**src/rtl/sumador_cla_segmentado_if.sv**
```systemverilog
// Operand/result handshake bundle for the pipelined CLA adder/subtractor.
// slave is the adder's view and master is the view of the block that drives it.
interface sumador_cla_segmentado_if #(
  parameter int N = 32
);
  logic         valid_in;
  logic         ready_out;
  logic [N-1:0] Operando1;
  logic [N-1:0] Operando2;
  logic         CarryIn;
  logic         Modo;
  logic         valid_out;
  logic         ready_in;
  logic [N-1:0] Resultado;
  logic         CarryOut;
  logic         Overflow;
  logic         Cero;
  logic         Negativo;

  modport slave (
    input  valid_in, Operando1, Operando2, CarryIn, Modo, ready_in,
    output ready_out, valid_out, Resultado, CarryOut, Overflow, Cero, Negativo
  );

  modport master (
    output valid_in, Operando1, Operando2, CarryIn, Modo, ready_in,
    input  ready_out, valid_out, Resultado, CarryOut, Overflow, Cero, Negativo
  );
endinterface

```
**src/rtl/sumador_cla_segmentado.sv**
```systemverilog
// Pipelined carry-lookahead adder/subtractor.
// Stage k resolves operand segment k with a two-level CLA. It forwards three things:
//   - the lower-segment sums,
//   - the carry into the next segment,
//   - the still-unprocessed upper operand bits.
// Each stage only keeps the operand bits it has not yet consumed.
// The last stage registers the result together with the ALU flags.
module sumador_cla_segmentado #(
  parameter int N      = 32,
  parameter int ETAPAS = 4,
  parameter int BLOQUE = 4
) (
  input  logic clk,
  input  logic rst,
  sumador_cla_segmentado_if.slave bus
);

  localparam int SEG = N / ETAPAS;
  localparam int NG  = SEG / BLOQUE;

  // Two-level CLA over one segment. Every carry is a flat sum of products of
  // generate/propagate terms, so no carry ripples between groups.
  function automatic logic [SEG:0] cla_seg(
    input logic [SEG-1:0] a,
    input logic [SEG-1:0] b,
    input logic           cin
  );
    logic [SEG-1:0] g;
    logic [SEG-1:0] p;
    logic [SEG-1:0] c;
    logic [NG-1:0]  gg;
    logic [NG-1:0]  gp;
    logic [NG:0]    gc;
    logic           term;
    logic           acc;
    g = a & b;
    p = a | b;
    // group generate / propagate
    for (int j = 0; j < NG; j++) begin
      gg[j] = 1'b0;
      gp[j] = 1'b1;
      for (int i = 0; i < BLOQUE; i++) begin
        gg[j] = g[j*BLOQUE+i] | (p[j*BLOQUE+i] & gg[j]);
        gp[j] = gp[j] & p[j*BLOQUE+i];
      end
    end
    // group carries
    gc[0] = cin;
    for (int j = 0; j < NG; j++) begin
      acc = cin;
      for (int m = 0; m <= j; m++) acc = acc & gp[m];
      for (int i = 0; i <= j; i++) begin
        term = gg[i];
        for (int m = i + 1; m <= j; m++) term = term & gp[m];
        acc = acc | term;
      end
      gc[j+1] = acc;
    end
    // bit carries inside each group, looked ahead from the group carry-in
    for (int j = 0; j < NG; j++) begin
      for (int i = 0; i < BLOQUE; i++) begin
        acc = gc[j];
        for (int m = 0; m < i; m++) acc = acc & p[j*BLOQUE+m];
        for (int l = 0; l < i; l++) begin
          term = g[j*BLOQUE+l];
          for (int m = l + 1; m < i; m++) term = term & p[j*BLOQUE+m];
          acc = acc | term;
        end
        c[j*BLOQUE+i] = acc;
      end
    end
    return {gc[NG], a ^ b ^ c};
  endfunction

  for (genvar k = 0; k < ETAPAS; k++) begin : stage_g
    localparam int W = N - k * SEG;   // operand bits not yet consumed on entry

    logic                 v_in_s;
    logic [W-1:0]         a_in_s;
    logic [W-1:0]         b_in_s;
    logic                 m_in_s;
    logic                 c_in_s;
    logic [SEG-1:0]       b_seg_s;
    logic [SEG-1:0]       seg_sum_s;
    logic                 seg_cout_s;
    logic [(k+1)*SEG-1:0] sum_nx_s;
    logic                 adv_s;
    logic                 valid_r;

    if (k == 0) begin : g_first
      assign v_in_s   = bus.valid_in;
      assign a_in_s   = bus.Operando1;
      assign b_in_s   = bus.Operando2;
      assign m_in_s   = bus.Modo;
      assign c_in_s   = bus.Modo ? ~bus.CarryIn : bus.CarryIn;
      assign sum_nx_s = seg_sum_s;
    end else begin : g_next
      assign v_in_s   = stage_g[k-1].valid_r;
      assign a_in_s   = stage_g[k-1].g_pass.a_r;
      assign b_in_s   = stage_g[k-1].g_pass.b_r;
      assign m_in_s   = stage_g[k-1].g_pass.modo_r;
      assign c_in_s   = stage_g[k-1].g_pass.carry_r;
      assign sum_nx_s = {seg_sum_s, stage_g[k-1].g_pass.sum_r};
    end

    // subtraction adds the inverted B, one segment at a time
    assign b_seg_s = m_in_s ? ~b_in_s[SEG-1:0] : b_in_s[SEG-1:0];
    assign {seg_cout_s, seg_sum_s} = cla_seg(a_in_s[SEG-1:0], b_seg_s, c_in_s);

    if (k == ETAPAS - 1) begin : g_last
      logic [N-1:0] resultado_r;
      logic         carry_out_r;
      logic         overflow_r;
      logic         cero_r;
      logic         negativo_r;

      assign adv_s = ~valid_r | bus.ready_in;

      // Output stage. The result and flags load only with a new beat and hold while stalled.
      always_ff @(posedge clk or posedge rst) begin
        if (rst) begin
          valid_r     <= 1'b0;
          resultado_r <= {N{1'b0}};
          carry_out_r <= 1'b0;
          overflow_r  <= 1'b0;
          cero_r      <= 1'b0;
          negativo_r  <= 1'b0;
        end else if (adv_s) begin
          valid_r <= v_in_s;
          if (v_in_s) begin
            resultado_r <= sum_nx_s;
            carry_out_r <= seg_cout_s;
            overflow_r  <= (a_in_s[SEG-1] == b_seg_s[SEG-1]) & (sum_nx_s[N-1] != a_in_s[SEG-1]);
            cero_r      <= (sum_nx_s == {N{1'b0}});
            negativo_r  <= sum_nx_s[N-1];
          end
        end
      end

      assign bus.valid_out = valid_r;
      assign bus.Resultado = resultado_r;
      assign bus.CarryOut  = carry_out_r;
      assign bus.Overflow  = overflow_r;
      assign bus.Cero      = cero_r;
      assign bus.Negativo  = negativo_r;
    end else begin : g_pass
      logic [W-SEG-1:0]     a_r;
      logic [W-SEG-1:0]     b_r;
      logic [(k+1)*SEG-1:0] sum_r;
      logic                 modo_r;
      logic                 carry_r;

      assign adv_s = ~valid_r | stage_g[k+1].adv_s;

      // Intermediate stage. It keeps the partial sum, the segment carry and the remaining operand bits.
      always_ff @(posedge clk or posedge rst) begin
        if (rst) begin
          valid_r <= 1'b0;
          a_r     <= {(W-SEG){1'b0}};
          b_r     <= {(W-SEG){1'b0}};
          sum_r   <= {((k+1)*SEG){1'b0}};
          modo_r  <= 1'b0;
          carry_r <= 1'b0;
        end else if (adv_s) begin
          valid_r <= v_in_s;
          if (v_in_s) begin
            a_r     <= a_in_s[W-1:SEG];
            b_r     <= b_in_s[W-1:SEG];
            sum_r   <= sum_nx_s;
            modo_r  <= m_in_s;
            carry_r <= seg_cout_s;
          end
        end
      end
    end
  end

  assign bus.ready_out = stage_g[0].adv_s;

endmodule

```
**src/flat_wrapper.sv**
```systemverilog
// flat-port wrapper written by rule: the top's interface ports become plain ports
module sumador_cla_segmentado_flat 
#(
  parameter int N      = 32,
  parameter int ETAPAS = 4,
  parameter int BLOQUE = 4
)
  (clk, rst, bus_valid_in, bus_Operando1, bus_Operando2, bus_CarryIn, bus_Modo, bus_ready_in, bus_ready_out, bus_valid_out, bus_Resultado, bus_CarryOut, bus_Overflow, bus_Cero, bus_Negativo);
  sumador_cla_segmentado_if #(.N(N)) bus_i ();
  input  logic clk;
  input  logic rst;
  input wire logic [$bits(bus_i.valid_in)-1:0] bus_valid_in;
  input wire logic [$bits(bus_i.Operando1)-1:0] bus_Operando1;
  input wire logic [$bits(bus_i.Operando2)-1:0] bus_Operando2;
  input wire logic [$bits(bus_i.CarryIn)-1:0] bus_CarryIn;
  input wire logic [$bits(bus_i.Modo)-1:0] bus_Modo;
  input wire logic [$bits(bus_i.ready_in)-1:0] bus_ready_in;
  output wire logic [$bits(bus_i.ready_out)-1:0] bus_ready_out;
  output wire logic [$bits(bus_i.valid_out)-1:0] bus_valid_out;
  output wire logic [$bits(bus_i.Resultado)-1:0] bus_Resultado;
  output wire logic [$bits(bus_i.CarryOut)-1:0] bus_CarryOut;
  output wire logic [$bits(bus_i.Overflow)-1:0] bus_Overflow;
  output wire logic [$bits(bus_i.Cero)-1:0] bus_Cero;
  output wire logic [$bits(bus_i.Negativo)-1:0] bus_Negativo;
  assign bus_i.valid_in = bus_valid_in;
  assign bus_i.Operando1 = bus_Operando1;
  assign bus_i.Operando2 = bus_Operando2;
  assign bus_i.CarryIn = bus_CarryIn;
  assign bus_i.Modo = bus_Modo;
  assign bus_i.ready_in = bus_ready_in;
  assign bus_ready_out = bus_i.ready_out;
  assign bus_valid_out = bus_i.valid_out;
  assign bus_Resultado = bus_i.Resultado;
  assign bus_CarryOut = bus_i.CarryOut;
  assign bus_Overflow = bus_i.Overflow;
  assign bus_Cero = bus_i.Cero;
  assign bus_Negativo = bus_i.Negativo;
  sumador_cla_segmentado #(.N(N), .ETAPAS(ETAPAS), .BLOQUE(BLOQUE)) u_core (.clk(clk), .rst(rst), .bus(bus_i));
endmodule
```
**config.mk**
```make
export PLATFORM = sky130hd
export DESIGN_NAME = sumador_cla_segmentado_flat
export DESIGN_NICKNAME = d
export VERILOG_FILES = /design/src/rtl/sumador_cla_segmentado_if.sv /design/src/rtl/sumador_cla_segmentado.sv /design/src/flat_wrapper.sv
export SDC_FILE = /design/constraint.sdc
export NUM_CORES = 1
export LEC_CHECK = 0
export BUFFER_PORTS_ARGS = -buffer_cell sky130_fd_sc_hd__buf_2
export CORE_MARGIN = 2
export CORE_UTILIZATION = 60
export CTS_CLUSTER_DIAMETER = 200
export DETAILED_ROUTE_END_ITERATION = 10
export MAX_ROUTING_LAYER = met4
export PLACE_DENSITY_LB_ADDON = 0.12
export SLEW_MARGIN = 25
export SYNTH_ARGS = -nofsm -noshare
export SYNTH_HDL_FRONTEND = slang
export SYNTH_SLANG_ARGS = --single-unit
```
**constraint.sdc**
```tcl
create_clock -name clk -period 10.27 [get_ports clk]
set_clock_uncertainty 0.1 [all_clocks]
set_input_delay 1.027 -clock clk [delete_from_list [all_inputs] [get_ports clk]]
set_output_delay 1.027 -clock clk [all_outputs]
set_load 0.02 [all_outputs]
```
==> results.py <==
metrics = {
    "power_and_ir_drop": {
        "switching_power_mw": 1.076,
        "p_sw_share_pct": 36.14,
        "vdd_ir_drop_max_mv": 0.1457,
        "pwr-share-clk_pct": 22.6,
        "p_int_mw": 1.902,
        "p_leak_nw": 5.441,
        "powerDensity_nw_per_um2": 277.3,
        "sequentialPowerShare_pct": 39.4,
        "p_comb_share_pct": 38.0,
    },
    "detailed_routing": {
        "wl_per_cell_um": 14.76,
        "antenna_left": 0,
        "drc_errors": 0,
        "drtPass1Iterations": 4,
        "drtIter0Drc": 338,
        "routed_via_density": 5.172,
        "vias": 6119,
        "routed_wl_um": 17460,
    },
    "clock_network": {
        "clk_pin_slew_ps": 60,
        "post_cts_buffers": 0,
        "cts_tree": "done",
        "clockBufferDepth": 2,
        "clock_latency_ps": 420,
        "hold_buffers": 0,
        "cts-root-buf": "clkbuf_16",
        "ctsResizeCount": 0,
        "clock_sinks": 189,
        "cts_buffers": 17,
        "h-tree-depth": 4,
    },
    "worst_setup_path": {
        "start_kind": "register",
        "end_kind": "register",
        "r2r_start": "u_core.stage_g[2].g_pass.modo_r",
        "timing.rr.end": "u_core.bus.Cero",
        "arrival_ps": 3810,
        "reg2reg_depth": 14,
        "r2r_slack_ps": 6680,
        "required_ps": 10490,
        "critPathKind": "register to register",
        "crit_fanout": 9,
    },
    "global_route": {
        "grt_max_degree": 111,
        "antenna_found_initial": 1,
        "grt_pass1_vias": 6157,
        "grt_pass1_wl_um": 29950,
        "grt-ovfl-total": 0,
        "grtUsageTotal_pct": 23.74,
    },
    "timing": {
        "fin_tns_setup_ps": 0,
        "finalCritPeriodShare_pct": 34.97,
        "layout_setup_ws_ps": 6678,
        "worst_pin_slew_ps": 923.6,
        "hold_ws_ps": 368.0,
        "hold_viol": 0,
        "finalCriticalPeriod_ps": 3592,
        "setup_viol": 0,
        "max_freq_mhz": 278.4,
        "grt_setup_unrepaired": "no",
        "max_slew_margin_pct": 38.21,
        "final_max_slew_viol_count": 0,
    },
    "status": {
        "status": "finished clean",
    },
    "final_layout": {
        "drive_above_1_share_pct": 25.95,
        "nets": 1100,
        "utilization_pct": 70.39,
        "areaGrowthSynthToFinish_pct": 14.48,
        "fillers": 1186,
    },
    "logic_synthesis": {
        "synth_edf_count": 0,
        "synth_cell_type_count": 53,
        "syn_inst": 860,
        "ys_ff_latch": 189,
        "syn_nets": 1002,
        "ys.flop_type": "dfrtp_1",
        "synth.avg_cell_area_um2": 10.91,
        "yosysWarnings": 0,
        "synth_area_leaders": "dfrtp_1 50%, mux2_2 12%, ha_1 8.5%",
        "synthArstFlopShare_pct": 100.0,
        "ys_seq_area_share_pct": 50.41,
        "synth_top_area_cell": "dfrtp_1",
        "syn-cell-area_um2": 9381,
        "synth_top_area_share_pct": 50.41,
    },
    "placed_design": {
        "place_ws_ps": 6723,
        "hpwl_um": 12260,
        "gp_congestion": 0.9147,
        "port_buffers": 107,
    },
    "worst_hold_path": {
        "min_from": "u_core.stage_g[0].g_pass.b_r[11]",
        "hold_depth": 2,
        "hold_class": "register to register",
        "holdPathEnd": "u_core.stage_g[0].g_pass.b_r[11]",
    },
    "floorplanning": {
        "initial_utilization_pct": 61.48,
        "ios": 108,
        "die_area_um2": 16650,
        "rows": 45,
        "die_height_um": 129.0,
        "fp.coreArea_um2": 15260,
        "fp.dieW_um": 129.0,
    },
    "run": {
        "drv_cap": 0,
    },
}
final cells by class:
| cell class | instances | area, um2 | area share (%) |
|---|---|---|---|
| Inverter | 83 | 319.1 | 2.971 |
| Sequential cell | 189 | 4730 | 44.04 |
| Antenna cell | 1 | 2.502 | 0.02330 |
| Timing Repair Buffer | 111 | 569.3 | 5.301 |
| Multi-Input combinational cell | 556 | 4242 | 39.49 |
| Tap cell | 211 | 264.0 | 2.458 |
| Clock inverter | 13 | 161.4 | 1.503 |
| Clock buffer | 19 | 452.9 | 4.217 |
power by group through the flow:
| stage | clock network (mW) | registers [mW] | logic, mW |
|---|---|---|---|
| 2_1_floorplan | 0 | 1.20 | 0.795 |
| 5_1_grt | 0.718 | 1.21 | 1.27 |
| 4_1_cts | 0.686 | 1.17 | 1.14 |
| 3_5_place_dp | 0 | 1.19 | 1.13 |
| 3_3_place_gp | 0 | 1.18 | 1.10 |
| 6_report | 0.673 | 1.17 | 1.13 |
worst max-delay path: stages, from the launching register on:
cell,delay [ps]
dfrtp_1,590
xor2_1,250
inv_1,110
ha_1,200
nand2b_1,160
a211oi_2,420
nor2_1,80
nor2_1,110
nor2_1,70
fa_1,540
nor4b_1,270
nand4_1,140
nor2_1,130
o2111ai_1,120
o31ai_1,210
metal layers:
metal / GRT usage, % / up-vias / wire, um
met1: 31.58 / 2947 / 8123
met2: 37.91 / 109 / 8523
met4: 7.033 / 0 / 295
li1: - / 3041 / -
met5: - / - / 0
met3: 4.129 / 22 / 518
layout by cell type, fill, tap and decap left out, types with 5 or more instances in the layout:
master     instances
buf_2            107
o21ai_0           28
inv_1             82
nor3_1             9
a21oi_1           17
xor2_1            42
dfrtp_1          189
fa_1               8
nand2_1          165
nor2b_1            8
o21bai_1           5
mux2_2            98
nor2_1            19
o31ai_1            8
ha_1              64
nand2b_1           7
clkbuf_16         17
sequential cells by signal (all words and copies together) (netlist names):
signal and cells:
u_core.bus.Cero 1, u_core.stage_g.g_pass.sum_r 48, u_core.bus.Resultado 31, u_core.bus.Negativo 1, u_core.stage_g.g_pass.carry_r 3, u_core.stage_g.valid_r 3, u_core.bus.CarryOut 1, u_core.stage_g.g_pass.b_r 48
u_core.stage_g.g_pass.modo_r 3, u_core.bus.valid_out 1, u_core.stage_g.g_pass.a_r 48, u_core.bus.Overflow 1
logic make-up (layout without fill, tap and decap cells):
family / after synthesis / in the layout / share of synthesized area [%]
simple gates: 246 / 246 / 11.64
flops: 189 / 189 / 50.41
buf+inv: 115 / 226 / 4.748
mux: 102 / 102 / 12.24
compound gates: 89 / 89 / 6.242
fa+ha+maj: 72 / 72 / 10.24
xor+xnor: 47 / 47 / 4.468
other cells: 0 / 1 / 0
synth_stat cells (4+ instances only):
cell type and number:
and3_1 4, nor3_1 9, ha_1 64, nor4_1 4, xor2_1 42, o21a_1 4
fa_1 8, or4_1 4, nor2_1 19, xnor2_1 4, nand4_1 4, nor2b_1 8
mux2_2 98, o31ai_1 8, o21bai_1 5, a21oi_1 17, nand2_1 168, buf_1 6
o21ai_1 4, a311oi_1 4, inv_1 83, nand2b_1 7, clkbuf_1 22, dfrtp_1 189
o21ai_0 28, mux2_1 4
how the worst max path moves through the flow:
stage,startpoint,end,slack (ps),cells past startpoint
floorplan,rst,u_core.bus.CarryOut,4000,1
global placement,u_core.stage_g[2].g_pass.modo_r,u_core.bus.Cero,6910,14
detailed placement,u_core.stage_g[2].g_pass.modo_r,u_core.bus.Cero,6720,14
CTS,u_core.stage_g[2].g_pass.modo_r,u_core.bus.Cero,6680,14
global route,u_core.stage_g[2].g_pass.modo_r,u_core.bus.Cero,6330,14
finish,u_core.stage_g[2].g_pass.modo_r,u_core.bus.Cero,6680,14
per-stage QoR:
step	power [mW]	area, um2	std cells
after floorplan	1.994	9382	860
after global placement	2.273	10110	1150
after detailed placement	2.312	10120	1150
after CTS	3.001	10730	1182
after global routing	3.199	10740	1183
final	2.979	10740	1183
Power figures use the tool's default switching activity.
